`config.mk`:
```
export PLATFORM = sky130hd
export DESIGN_NAME = dea_frame_tx
export DESIGN_NICKNAME = d
export VERILOG_FILES = /design/src/rtl/dea_pkg.sv /design/src/rtl/dea_frame_tx.sv
export SDC_FILE = /design/constraint.sdc
export NUM_CORES = 1
export LEC_CHECK = 0
export ABC_CLOCK_PERIOD_IN_PS = 2900
export BUFFER_PORTS_ARGS = -buffer_cell sky130_fd_sc_hd__buf_2
export CORE_MARGIN = 3
export CORE_UTILIZATION = 50
export DETAILED_ROUTE_END_ITERATION = 16
export PLACE_DENSITY = 0.68
export SETUP_SLACK_MARGIN = 0.4
export SLEW_MARGIN = 20
export SYNTH_ARGS = -nofsm -noshare
export SYNTH_HDL_FRONTEND = slang
export SYNTH_SLANG_ARGS = --single-unit
```
`constraint.sdc`:
```
create_clock -name Clk_100M -period 2.9 [get_ports Clk_100M]
set_clock_uncertainty 0.05 [all_clocks]
set_input_delay 0.725 -clock Clk_100M [delete_from_list [all_inputs] [get_ports Clk_100M]]
set_output_delay 0.725 -clock Clk_100M [all_outputs]
set_load 0.01 [all_outputs]
```
`src/rtl/dea_pkg.sv`:
```
// Shared definitions for the encryption design's framed UART link.
// The transmitter uses them now; the receive-side parser will share them later.
package dea_pkg;

  typedef enum logic [2:0] {
    ST_IDLE,
    ST_FETCH,
    ST_LOAD,
    ST_REQ,
    ST_WAIT_LO,
    ST_FINISH
  } frame_tx_state_t;

  localparam int          DEA_MAX_LEN  = 100;
  localparam logic [13:0] DEA_UART_DIV = 14'd9999;

endpackage

```
`src/rtl/dea_frame_tx.sv`:
```
// Length-prefixed frame transmitter: header, payload read from the result buffer,
// then an optional XOR checksum, each byte handed to UART_Sender via tx_send/tx_busy.
module dea_frame_tx
  import dea_pkg::*;
#(
  parameter int             MAX_LEN       = DEA_MAX_LEN,
  parameter bit             SEND_CHECKSUM = 1'b1,
  parameter int             TO_W          = 16,
  parameter logic [TO_W-1:0] TIMEOUT      = 16'd50000
) (
  input  logic       Clk_100M,
  input  logic       Reset,
  input  logic       start,
  input  logic [7:0] length,
  output logic [7:0] rd_addr,
  input  logic [7:0] rd_data,
  output logic [7:0] tx_data,
  output logic       tx_send,
  input  logic       tx_busy,
  output logic       busy,
  output logic       done,
  output logic       err
);

  localparam logic [8:0]      MAX_LEN_W = 9'(MAX_LEN);
  localparam logic [TO_W-1:0] TO_LAST   = TIMEOUT - 1'b1;

  frame_tx_state_t r_state, w_state_next;
  logic [7:0]      r_len, w_len_next;
  logic [7:0]      r_cnt, w_cnt_next;
  logic [7:0]      r_csum, w_csum_next;
  logic            r_cs_sent, w_cs_sent_next;
  logic [TO_W-1:0] r_to_cnt, w_to_cnt_next;
  logic [7:0]      r_rd_addr, w_rd_addr_next;
  logic [7:0]      r_tx_data, w_tx_data_next;
  logic            r_tx_send, w_tx_send_next;
  logic            r_busy, w_busy_next;
  logic            r_done, w_done_next;
  logic            r_err, w_err_next;
  logic            w_len_bad;

  assign w_len_bad = {1'b0, length} > MAX_LEN_W;

  always_ff @(posedge Clk_100M) begin
    if (Reset) begin
      r_state   <= ST_IDLE;
      r_len     <= '0;
      r_cnt     <= '0;
      r_csum    <= '0;
      r_cs_sent <= 1'b0;
      r_to_cnt  <= '0;
      r_rd_addr <= '0;
      r_tx_data <= '0;
      r_tx_send <= 1'b0;
      r_busy    <= 1'b0;
      r_done    <= 1'b0;
      r_err     <= 1'b0;
    end else begin
      r_state   <= w_state_next;
      r_len     <= w_len_next;
      r_cnt     <= w_cnt_next;
      r_csum    <= w_csum_next;
      r_cs_sent <= w_cs_sent_next;
      r_to_cnt  <= w_to_cnt_next;
      r_rd_addr <= w_rd_addr_next;
      r_tx_data <= w_tx_data_next;
      r_tx_send <= w_tx_send_next;
      r_busy    <= w_busy_next;
      r_done    <= w_done_next;
      r_err     <= w_err_next;
    end
  end

  always_comb begin
    w_state_next   = r_state;
    w_len_next     = r_len;
    w_cnt_next     = r_cnt;
    w_csum_next    = r_csum;
    w_cs_sent_next = r_cs_sent;
    w_to_cnt_next  = r_to_cnt;
    w_rd_addr_next = r_rd_addr;
    w_tx_data_next = r_tx_data;
    w_tx_send_next = r_tx_send;
    w_busy_next    = r_busy;
    w_done_next    = 1'b0;
    w_err_next     = 1'b0;

    case (r_state)
      ST_IDLE: begin
        if (start) begin
          if (w_len_bad) begin
            w_err_next = 1'b1;
          end else begin
            w_len_next     = length;
            w_csum_next    = length;
            w_tx_data_next = length;
            w_cnt_next     = '0;
            w_cs_sent_next = 1'b0;
            w_to_cnt_next  = '0;
            w_tx_send_next = 1'b1;
            w_busy_next    = 1'b1;
            w_state_next   = ST_REQ;
          end
        end
      end

      ST_REQ: begin
        if (tx_busy) begin
          w_tx_send_next = 1'b0;
          w_state_next   = ST_WAIT_LO;
        end else if (r_to_cnt == TO_LAST) begin
          // Sender never acknowledged: abandon the frame, the host resynchronises.
          w_tx_send_next = 1'b0;
          w_err_next     = 1'b1;
          w_busy_next    = 1'b0;
          w_state_next   = ST_IDLE;
        end else begin
          w_to_cnt_next = r_to_cnt + 1'b1;
        end
      end

      ST_WAIT_LO: begin
        if (!tx_busy) begin
          if (r_cnt < r_len) begin
            w_rd_addr_next = r_cnt;
            w_state_next   = ST_FETCH;
          end else if (SEND_CHECKSUM && !r_cs_sent) begin
            w_tx_data_next = r_csum;
            w_cs_sent_next = 1'b1;
            w_to_cnt_next  = '0;
            w_tx_send_next = 1'b1;
            w_state_next   = ST_REQ;
          end else begin
            w_state_next = ST_FINISH;
          end
        end
      end

      ST_FETCH: w_state_next = ST_LOAD;

      ST_LOAD: begin
        w_tx_data_next = rd_data;
        w_csum_next    = r_csum ^ rd_data;
        w_cnt_next     = r_cnt + 8'd1;
        w_to_cnt_next  = '0;
        w_tx_send_next = 1'b1;
        w_state_next   = ST_REQ;
      end

      ST_FINISH: begin
        w_done_next  = 1'b1;
        w_busy_next  = 1'b0;
        w_state_next = ST_IDLE;
      end

      default: w_state_next = ST_IDLE;
    endcase
  end

  assign rd_addr = r_rd_addr;
  assign tx_data = r_tx_data;
  assign tx_send = r_tx_send;
  assign busy    = r_busy;
  assign done    = r_done;
  assign err     = r_err;

endmodule

```
==> results of run 1 <==
worst max-delay path, stage by stage (launching register included):
cell      delay (ns)
dfxtp_1         0.36
or4b_1          0.54
or4_4           0.58
and2_1          0.34
a41oi_1         0.31
a311oi_2        0.07
layout by cell type (no fill, tap or decap), drive strengths merged, types with 2 or more instances in the layout:
| master | netlist | layout |
|---|---|---|
| a211oi | 19 | 19 |
| a21boi | 2 | 2 |
| a21oi | 21 | 21 |
| a221oi | 2 | 2 |
| a22o | 5 | 5 |
| a22oi | 2 | 2 |
| a311oi | 9 | 9 |
| a31oi | 14 | 14 |
| a41oi | 6 | 6 |
| and3 | 14 | 14 |
| buf | 6 | 52 |
| clkbuf | 20 | 12 |
| dfxtp | 64 | 64 |
| ha | 9 | 9 |
| inv | 13 | 13 |
| mux2i | 9 | 9 |
| nand2 | 43 | 43 |
| nand2b | 2 | 2 |
| nand3 | 16 | 16 |
| nor2 | 35 | 35 |
| nor3 | 27 | 27 |
| nor4 | 9 | 9 |
| o21a | 7 | 7 |
| o21ai | 7 | 7 |
| o22ai | 3 | 3 |
| o311ai | 2 | 2 |
| o31a | 3 | 3 |
| or3 | 2 | 2 |
| or3b | 2 | 2 |
| or4 | 3 | 3 |
| or4b | 3 | 3 |
| xnor2 | 5 | 5 |
metal layers:
layer,vias to the layer above,global-route usage [%],part of all wire [%]
met4,0,8.93,0.84
li1,1584,-,-
met3,8,6.05,6.4
met2,104,34.6,45
met5,-,0,0
met1,1479,34.6,48
power by group through the flow:
stage	logic (W)	registers, W	clock network (W)
final	0.00115	0.00118	0.000760
after global routing	0.00128	0.00120	0.000812
after CTS	0.00113	0.00118	0.000770
after detailed placement	0.00112	0.00120	0
after global placement	0.00111	0.00119	0
after floorplan	0.000808	0.00116	0
logic make-up (layout without fill, tap and decap cells):
group	Yosys count	in the layout	synth area share [%]
muxes	9	9	2.72
buffers and inverters	39	80	4.75
DFF	64	64	38.6
adders and majority gates	9	9	3.39
AOI/OAI and AO/OA	112	112	24.8
xor gates and xnor gates	5	5	1.32
and+or+nand+nor	163	163	24.4
timing repair:
item,CTS,global route
resized for setup,0,6
hold buffers,0,0
setup endpoints to repair,0,13
through the flow:
step | utilization, % | hold WS [ns] | std cells
after floorplan | - | 0.380 | 401
after global placement | 56.3 | 0.397 | 504
after detailed placement | 56.5 | 0.419 | 504
after CTS | 59.4 | 0.429 | 519
after global routing | 59.8 | 0.454 | 519
final | 59.8 | 0.424 | 519
path summary, 6_finish.rpt:
path | endpoint | slack [ns] | cells after the start
max | r_to_cnt[11]$_SDFFE_PP0P_ | 0.52 | 5
min | r_len[7]$_SDFFE_PP0P_ | 0.42 | 2
max reg2reg | r_to_cnt[11]$_SDFFE_PP0P_ | 0.52 | 5
min reg2reg | r_len[7]$_SDFFE_PP0P_ | 0.42 | 2
final cells by class:
class / count / share of cell area, %
clock buffers: 12 / 3.80
clock inverters: 3 / 1.11
inverters: 13 / 1.28
multi-input cells: 298 / 50.0
flip-flops and latches: 64 / 33.6
well taps: 77 / 2.52
repair buffers: 52 / 7.66
flip-flops by register name (all words and copies together) (netlist names), 3 cells and up:
signal	flops
r_csum	8
r_state	3
tx_data	8
r_to_cnt	16
r_cnt	8
rd_addr	8
r_len	8
==> flow_summary.toml, run 1 <==
[outcome]
status = "finished, final reports clean"

[cts]
post_cts_buffers = 0
cts_made_buffers = 9
clk_path_buf_depth = 2
cts_tree = "done"
clock_latency_ns = 0.35
clock-sinks = 64
h-tree-depth = 3
clkTransAtPathRegs_ns = 0.07
root_buffer = "clkbuf_8"

[place]
place_area_sq_um = 3610
place_ws_ns = 0.410
io_buffers = 39
dp_hpwl_um = 6130
gp_congestion = 0.913

[worst_setup_path]
cp.arrival_ns = 2.55
critPathMaxFanout = 15
r2r_start = "r_to_cnt[12]$_SDFFE_PP0P_"
critical_path_required_ns = 3.07
path_class = "flip-flop to flip-flop"
startpoint = "r_to_cnt[12]$_SDFFE_PP0P_"
start_kind = "flip-flop"
crit_path_end_kind = "flip-flop"

[floorplanning]
num_rows = 29
core_sq_um = 6390
io_pins = 40
fp.dieArea_sq_um = 7650
initial_core_util_pct = 52.0
dieWidth_um = 87.5
die_height_um = 87.5

[drt]
vias = 3175
final_antenna_net_count = 0
firstDrtPassIters = 4
drt-wirelength-per-cell_um = 17.0
avgViaCountPerCell = 6.12
drt_iter0_drc = 245
routed_wl_um = 8810
drc = 0

[layout]
drive_above_1_share_pct = 17.4
area_growth_syn_to_layout_pct = 15.1
num_antenna_cells = 0
n_fill_cell = 597
fin_nets = 467
fin_area_sq_um = 3820
multi_input_area_sq_um = 1910
regArea_sq_um = 1280

[min_path]
hold_class = "flip-flop to flip-flop"
worstHoldStart = "r_len[7]$_SDFFE_PP0P_"

[pwr]
powerDensity_nw_per_um2 = 809
netSwitchingPower_w = 0.00118
irDropWorstVdd_v = 0.000625
p_sw_share_pct = 38.0
total_power_w = 0.00309
pwr-share-seq_pct = 38.2
p_clk_share_pct = 24.6
p_int_w = 0.00191
p_leak_nw = 1.49
p_comb_share_pct = 37.2

[global_route]
grt_pass1_wl_um = 14400
track_usage_pct = 24.1
grt_pass1_vias = 2887
grt_max_degree = 24
antenna_found_initial = 0
gr-total-overflow = 0

[sta]
rsz0062_at_grt = "false"
timing.slew.headroom_pct = 37.8
finalMaxSlewViolations = 0
tns_ns = 0
period_needed_ns = 2.38
worst_pin_slew_ns = 0.923
fmax_mhz = 420
finalWorstSetupSlack_ns = 0.521
finalSetupViolCount = 0
hold_viol_final = 0
timing.final.crit_share_pct = 82.0

[synth]
seq_area_frac_synth_pct = 38.6
syn_area_per_cell_sq_um = 8.27
ys_dominant_reg_cell = "dfxtp_1"
async_flop_share_pct = 0
synthesis.area_sq_um = 3320
synth-edff-count = 0
synth_nets = 430
synth_cell_type_count = 59
synth.most_common_cell = "dfxtp_1"
syn_inst = 401
yosys_warnings = 0
synthTopCellsByCount = "dfxtp_1 (64), nand2_1 (43), nor2_1 (35), nor3_1 (26), a21oi_1 (21)"
ys_seq_elements = 64
synth_area_leaders = "dfxtp_1 (39%), nand2_1 (4.9%), a211oi_1 (4.1%), nor2_1 (4.0%), nor3_1 (3.9%)"
yosysTopAreaCellShare_pct = 38.6
synth_top_cell_by_area = "dfxtp_1"

[run]
maxCapViolCount = 0
No activity file was read; power rests on OpenSTA's default activity.
==> inputs of run 2 (changes only) <==
- ABC_AREA: default -> 1
- ABC_CLOCK_PERIOD_IN_PS: 2900 -> 2040
- PLACE_DENSITY: 0.68 -> 0.7
- clock period: 2.9 -> 2.04 ns (I/O delays scaled with it)
==> run 2 against run 1 <==
Via count grew 22%. Power is 14% higher. Core utilization increased by 8.3 points. Register-to-register slack got worse by 0.22 ns. Sequential share of layout area is 5.7 points lower. Highest routed layer unchanged.
==> flow_summary.toml, run 2 <==
[synth]
async_flop_share_pct = 0
yosys.area_share.simple_pct = 39.2
synth_cell_type_count = 34
synthMuxAreaShare_pct = 0
syn_area_per_cell_sq_um = 6.54
synth_area_leaders = "dfxtp_1 (36%), nand2_1 (15%), nor2_1 (8.8%), a21oi_1 (6.5%), inv_1 (6.2%)"
synth_compound_area_share_pct = 10.7
synthAdderAreaFrac_pct = 3.13
ys_seq_elements = 64
synth_nets = 579
ys_dominant_reg_cell = "dfxtp_1"
synthTopCellsByCount = "nand2_1 (148), nor2_1 (84), dfxtp_1 (64), inv_1 (59), a21oi_1 (47)"
yosys.area_share.xor_xnor_pct = 1.70
synth_top_family_by_area = "simple AND/OR/NAND/NOR gates"
syn_inst = 550
synth_top_cell_by_area = "dfxtp_1"
synthesis.area_sq_um = 3600
seq_area_frac_synth_pct = 35.6
yosysTopAreaCellShare_pct = 35.6
synth.most_common_cell = "nand2_1"
synth-edff-count = 0
yosys_warnings = 0

[worst_setup_path]
max_stage_delay_ns = 0.36
cp.arrival_ns = 1.97
r2r_slack_ns = 0.31
path_class = "flip-flop to flip-flop"
worstPathCellList = "ha_4 -> a21oi_4 -> nor2_2 -> nor3_2 -> buf_4 -> nand3_4 -> nand3_4 -> nand2_1 -> a21oi_2"
crit_family = "simple AND/OR/NAND/NOR gates"
critPathMaxFanout = 7
cp_slowest_cell = "dfxtp_4"
startpoint = "r_cnt[5]$_SDFFE_PP0P_"
cp_num_cells = 9
worst-path-buf-inv = 1
timing.reg2reg.worst_path_depth = 9
critical_path_required_ns = 2.27
r2r-end = "r_to_cnt[2]$_SDFFE_PP0P_"
r2r_start = "r_cnt[5]$_SDFFE_PP0P_"
worstSetupEndpoint = "r_to_cnt[2]$_SDFFE_PP0P_"
start_kind = "flip-flop"
crit_path_end_kind = "flip-flop"
cpMostUsedCell = "nand3_4"

[cts]
clock_latency_ns = 0.35
cts_made_buffers = 9
h-tree-depth = 3
clock-sinks = 64
root_buffer = "clkbuf_8"
cts_tree = "done"
clkTransAtPathRegs_ns = 0.07
clk_path_buf_depth = 2

[layout]
num_antenna_cells = 0
final_cell_mix = "nand2_1 (134), nor2_1 (76), dfxtp_1 (54)"
area_growth_syn_to_layout_pct = 29.9
top_register = "r_to_cnt"
drive_above_1_share_pct = 28.7
final_common_cell = "nand2_1"
fin_util_pct = 68.1
fin_nets = 654
largest_reg_flops = 16

[place]
gp_congestion = 0.925
io_buffers = 39
dp_hpwl_um = 6550

[global_route]
antenna_found_initial = 0
grt_max_degree = 27
track_usage_pct = 23.6
grt_pass1_wl_um = 15800
gr-total-overflow = 0
grt_pass1_vias = 3387

[drt]
final_antenna_net_count = 0
drt-wirelength-per-cell_um = 14.3
drt_iter0_drc = 236
avgViaCountPerCell = 5.32
routed_wl_um = 10400
drc = 0
firstDrtPassIters = 5
vias = 3863

[pwr]
p_leak_nw = 1.97
irDropWorstVdd_v = 0.000465
powerDensity_nw_per_um2 = 750

[floorplanning]
dieWidth_um = 90.9
io_pins = 40
num_rows = 30
core_sq_um = 6870
initial_core_util_pct = 52.4
die_height_um = 90.9
fp.dieArea_sq_um = 8250

[sta]
worst_pin_slew_ns = 0.443
timing.final.crit_share_pct = 85.0
finalMaxSlewViolations = 0
period_needed_ns = 1.73
fmax_mhz = 576
tns_ns = 0
rsz0062_at_grt = "true"
finalSetupViolCount = 0
hold_viol_final = 0
hold-worst-slack_ns = 0.412
timing.slew.headroom_pct = 70.3

[run]
maxCapViolCount = 0

[min_path]
hold_class = "flip-flop to flip-flop"

[outcome]
status = "finished, final reports clean"
run 2: changes by cell type after synthesis, sizes merged, moves of 8 or more:
cell,before,now
inv,13,66
nand3,16,44
a21oi,21,48
a311oi,9,1
clkbuf,20,8
mux2i,9,0
nand4,0,13
a31oi,14,2
a211oi,19,2
and3,14,0
nor3,27,10
nor2,35,88
nand2,43,155
run 2: worst min path at each step:
stage                               to               startpoint  cells past startpoint  slack (ns)
2_1_floorplan    r_len[1]$_SDFFE_PP0P_    r_len[1]$_SDFFE_PP0P_                      2        0.39
3_3_place_gp   rd_addr[6]$_SDFFE_PP0P_  rd_addr[6]$_SDFFE_PP0P_                      2        0.40
3_5_place_dp   rd_addr[2]$_SDFFE_PP0P_  rd_addr[2]$_SDFFE_PP0P_                      2        0.40
4_1_cts          r_len[3]$_SDFFE_PP0P_                length[3]                      3        0.40
5_1_grt          r_len[3]$_SDFFE_PP0P_                length[3]                      3        0.43
6_report       rd_addr[2]$_SDFFE_PP0P_  rd_addr[2]$_SDFFE_PP0P_                      2        0.41
run 2: cell type report:
type	instances	area, sq um
Timing Repair inverter	1	5.00
Timing Repair Buffer	75	554
Inverter	66	264
Sequential cell	64	1300
Tap cell	96	120
Multi-Input combinational cell	408	2250
Fill cell	620	2190
Clock inverter	3	17.5
Clock buffer	13	159
run 2: worst register-to-register path, delay by kind of cell (launching register included):
kind | cells | cell delay, ns
simple gates | 5 | 0.60
fa+ha+maj | 1 | 0.25
flops | 1 | 0.36
compound gates | 2 | 0.25
buf+inv | 1 | 0.17
run 2: cells by family after synthesis:
family	Yosys count
fa+ha+maj	9
xor+xnor	7
flops	64
compound gates	70
simple gates	317
buf+inv	83
run 2: power by group:
group	internal (W)	total [W]	switching (W)
sequential	0.00136	0.00144	0.0000836
combinational	0.000430	0.00107	0.000638
clock	0.000504	0.000994	0.000490
run 2: through the flow:
step	cell area, sq um	total power, W	instances	worst slack [ns]
floorplan	3650	0.00205	550	0.313
global placement	4010	0.00223	687	0.0743
detailed placement	4010	0.00225	687	0.0396
CTS	4360	0.00337	716	0.264
global route	4680	0.00370	726	0.189
finish	4680	0.00351	726	0.305
run 2: timing repair:
action,4_1_cts,5_1_grt
buffers inserted,9,8
pin swaps,21,30
resized for setup,13,64
hold buffers,0,0
setup endpoints to repair,58,57
cloned,4,2
run 2: per-layer routing:
layer,track usage [%],part of all wire [%],vias to the layer above
li1,-,-,1929
met1,29.3,42,1787
met2,40.3,50,127
met3,5.17,6.3,20
met4,8.04,1.8,0
met5,0,0,-
==> inputs of run 3 (changes only) <==
- GPL_ROUTABILITY_DRIVEN: default -> 0
- PLACE_DENSITY: 0.7 -> 0.72
==> run 3 against run 2 <==
Final cell count up 0.28%. First-iteration DRC count is 45% higher. Sequential share of layout area down 0.16 points. Non-clock buffer count grew 2. Power grew 1.8%. Routed wire length rose by 4.8%. Via count is 2.5% higher. Final area rose by 0.29%. Sequential power barely moved. Die area stayed put. Flip-flop and latch count unchanged. Count of clock-buffer cells in the layout is 2 lower.
==> flow_summary.toml, run 3 (same netlist as run 2, synthesis figures left out) <==
[outcome]
status = "finished, final reports clean"

[floorplanning]
die_height_um = 90.9
io_pins = 40
core_sq_um = 6870
initial_core_util_pct = 52.4
dieWidth_um = 90.9
num_rows = 30
fp.dieArea_sq_um = 8250

[global_route]
gr-total-overflow = 0
grt_max_degree = 39
grt_pass1_vias = 3532
track_usage_pct = 24.3
grt_pass1_wl_um = 16100
antenna_found_initial = 0

[pwr]
p_clk_share_pct = 30.0
p_sw_share_pct = 36.4
powerDensity_nw_per_um2 = 761
netSwitchingPower_w = 0.00130
irDropWorstVdd_v = 0.000468
p_comb_share_pct = 29.6
pwr-share-seq_pct = 40.4
p_leak_nw = 1.97
p_int_w = 0.00227

[layout]
drive_above_1_share_pct = 29.7
area_growth_syn_to_layout_pct = 30.3
final_common_cell = "nand2_1"
final_cell_mix = "nand2_1 (123), nor2_1 (79), dfxtp_1 (55)"
top_register = "r_to_cnt"
regArea_sq_um = 1300
fin_nets = 656
num_antenna_cells = 0
largest_reg_flops = 16
n_fill_cell = 587
multi_input_area_sq_um = 2280

[cts]
clock_latency_ns = 0.36
postCtsHoldBufs = 0
clk_path_buf_depth = 2
clock-sinks = 64
root_buffer = "clkbuf_8"
clkTransAtPathRegs_ns = 0.08
h-tree-depth = 3
cts_tree = "done"
cts_made_buffers = 9

[min_path]
hold_path_depth = 3
hold_class = "input port to flip-flop"
hold_path_end = "r_csum[7]$_SDFFE_PP0P_"
worstHoldStart = "rd_data[7]"

[worst_setup_path]
crit_path_end_kind = "flip-flop"
r2r_start = "r_cnt[5]$_SDFFE_PP0P_"
critical_path_required_ns = 2.27
cp.arrival_ns = 2.19
critPathMaxFanout = 6
start_kind = "flip-flop"
r2r_slack_ns = 0.08
path_class = "flip-flop to flip-flop"
timing.reg2reg.worst_path_depth = 9
r2r-end = "r_to_cnt[4]$_SDFFE_PP0P_"

[sta]
timing.final.crit_share_pct = 96.0
rsz0062_at_grt = "true"
worst_pin_slew_ns = 0.543
timing.slew.headroom_pct = 63.7
period_needed_ns = 1.96
fmax_mhz = 511
finalMaxSlewViolations = 0
tns_ns = 0
hold_viol_final = 0
finalWorstSetupSlack_ns = 0.0823
finalSetupViolCount = 0

[drt]
drt-wirelength-per-cell_um = 14.9
routed_wl_um = 10900
firstDrtPassIters = 5
drc = 0
vias = 3958
drt_iter0_drc = 342
final_antenna_net_count = 0
avgViaCountPerCell = 5.44

[place]
place_ws_ns = 0.00353
dp_hpwl_um = 6330
io_buffers = 39

[run]
maxCapViolCount = 0
## run 3: cell count changes in the layout (fill, tap and decap cells not counted), moves of 3 or more
cell	previous run	this run
nand3_4	5	8
a21oi_2	6	9
nand3_2	8	2
buf_4	24	28
nand2_2	16	28
nand2_1	134	123
nand3_1	36	39
nor2_2	7	4
nor2_1	76	79
## run 3: how the worst max path moves through the flow
stage,start,endpoint,cells after the start
detailed placement,length[0],r_to_cnt[13]$_SDFFE_PP0P_,9
floorplan,r_cnt[5]$_SDFFE_PP0P_,r_to_cnt[12]$_SDFFE_PP0P_,10
CTS,r_cnt[5]$_SDFFE_PP0P_,tx_send$_SDFFE_PP0P_,11
finish,r_cnt[5]$_SDFFE_PP0P_,r_to_cnt[4]$_SDFFE_PP0P_,9
global route,r_cnt[5]$_SDFFE_PP0P_,r_to_cnt[4]$_SDFFE_PP0P_,9
global placement,length[0],r_to_cnt[13]$_SDFFE_PP0P_,9
## run 3: power groups by stage
| stage | registers [W] | clock network, W | logic, W |
|---|---|---|---|
| floorplan | 0.00147 | 0 | 0.000585 |
| global placement | 0.00146 | 0 | 0.000755 |
| detailed placement | 0.00146 | 0 | 0.000773 |
| CTS | 0.00143 | 0.00108 | 0.000923 |
| global route | 0.00146 | 0.00113 | 0.00115 |
| finish | 0.00144 | 0.00107 | 0.00105 |
## run 3: metrics by stage
| step | hold WS (ns) | cells | area, sq um | util [%] | total power (W) |
|---|---|---|---|---|---|
| 2_1_floorplan | 0.395 | 550 | 3650 | - | 0.00205 |
| 3_3_place_gp | 0.399 | 683 | 3970 | 57.8 | 0.00222 |
| 3_5_place_dp | 0.402 | 683 | 3970 | 57.8 | 0.00224 |
| 4_1_cts | 0.371 | 719 | 4450 | 64.8 | 0.00344 |
| 5_1_grt | 0.397 | 728 | 4690 | 68.3 | 0.00374 |
| 6_report | 0.377 | 728 | 4690 | 68.3 | 0.00357 |
## run 3: area by class of cell
cell class                 count  area share (%)
tap                           96            2.56
multi-input combinational    408            48.5
clock inverter                 5           0.827
timing repair inverter         1           0.107
timing repair buffer          77            11.5
clock buffer                  11            3.23
inverter                      66            5.60
sequential                    64            27.7
## run 3: repair_timing
item | 4_1_cts | 5_1_grt
buffers inserted | 15 | 7
resized for setup | 29 | 48
pin swaps | 27 | 30
setup endpoints to repair | 56 | 59
cloned | 5 | 2
## run 3: worst max-delay path: stages (launching register included)
cell and delay (ns):
dfxtp_4 0.36, ha_4 0.24, a21oi_2 0.13, nor2_2 0.06
nor3_2 0.17, buf_4 0.17, nand3_4 0.18, nand3_4 0.19
nand2_1 0.12, a21oi_1 0.19
## run 3: metal layers
| metal | track usage [%] | wire length, um | part of all wire (%) | up-vias |
|---|---|---|---|---|
| met2 | 40.1 | 5220 | 48 | 199 |
| met1 | 29.0 | 4420 | 41 | 1774 |
| met3 | 6.75 | 819 | 7.5 | 52 |
| met4 | 11.8 | 423 | 3.9 | 0 |
| met5 | 0 | 0 | 0 | - |
| li1 | - | - | - | 1933 |
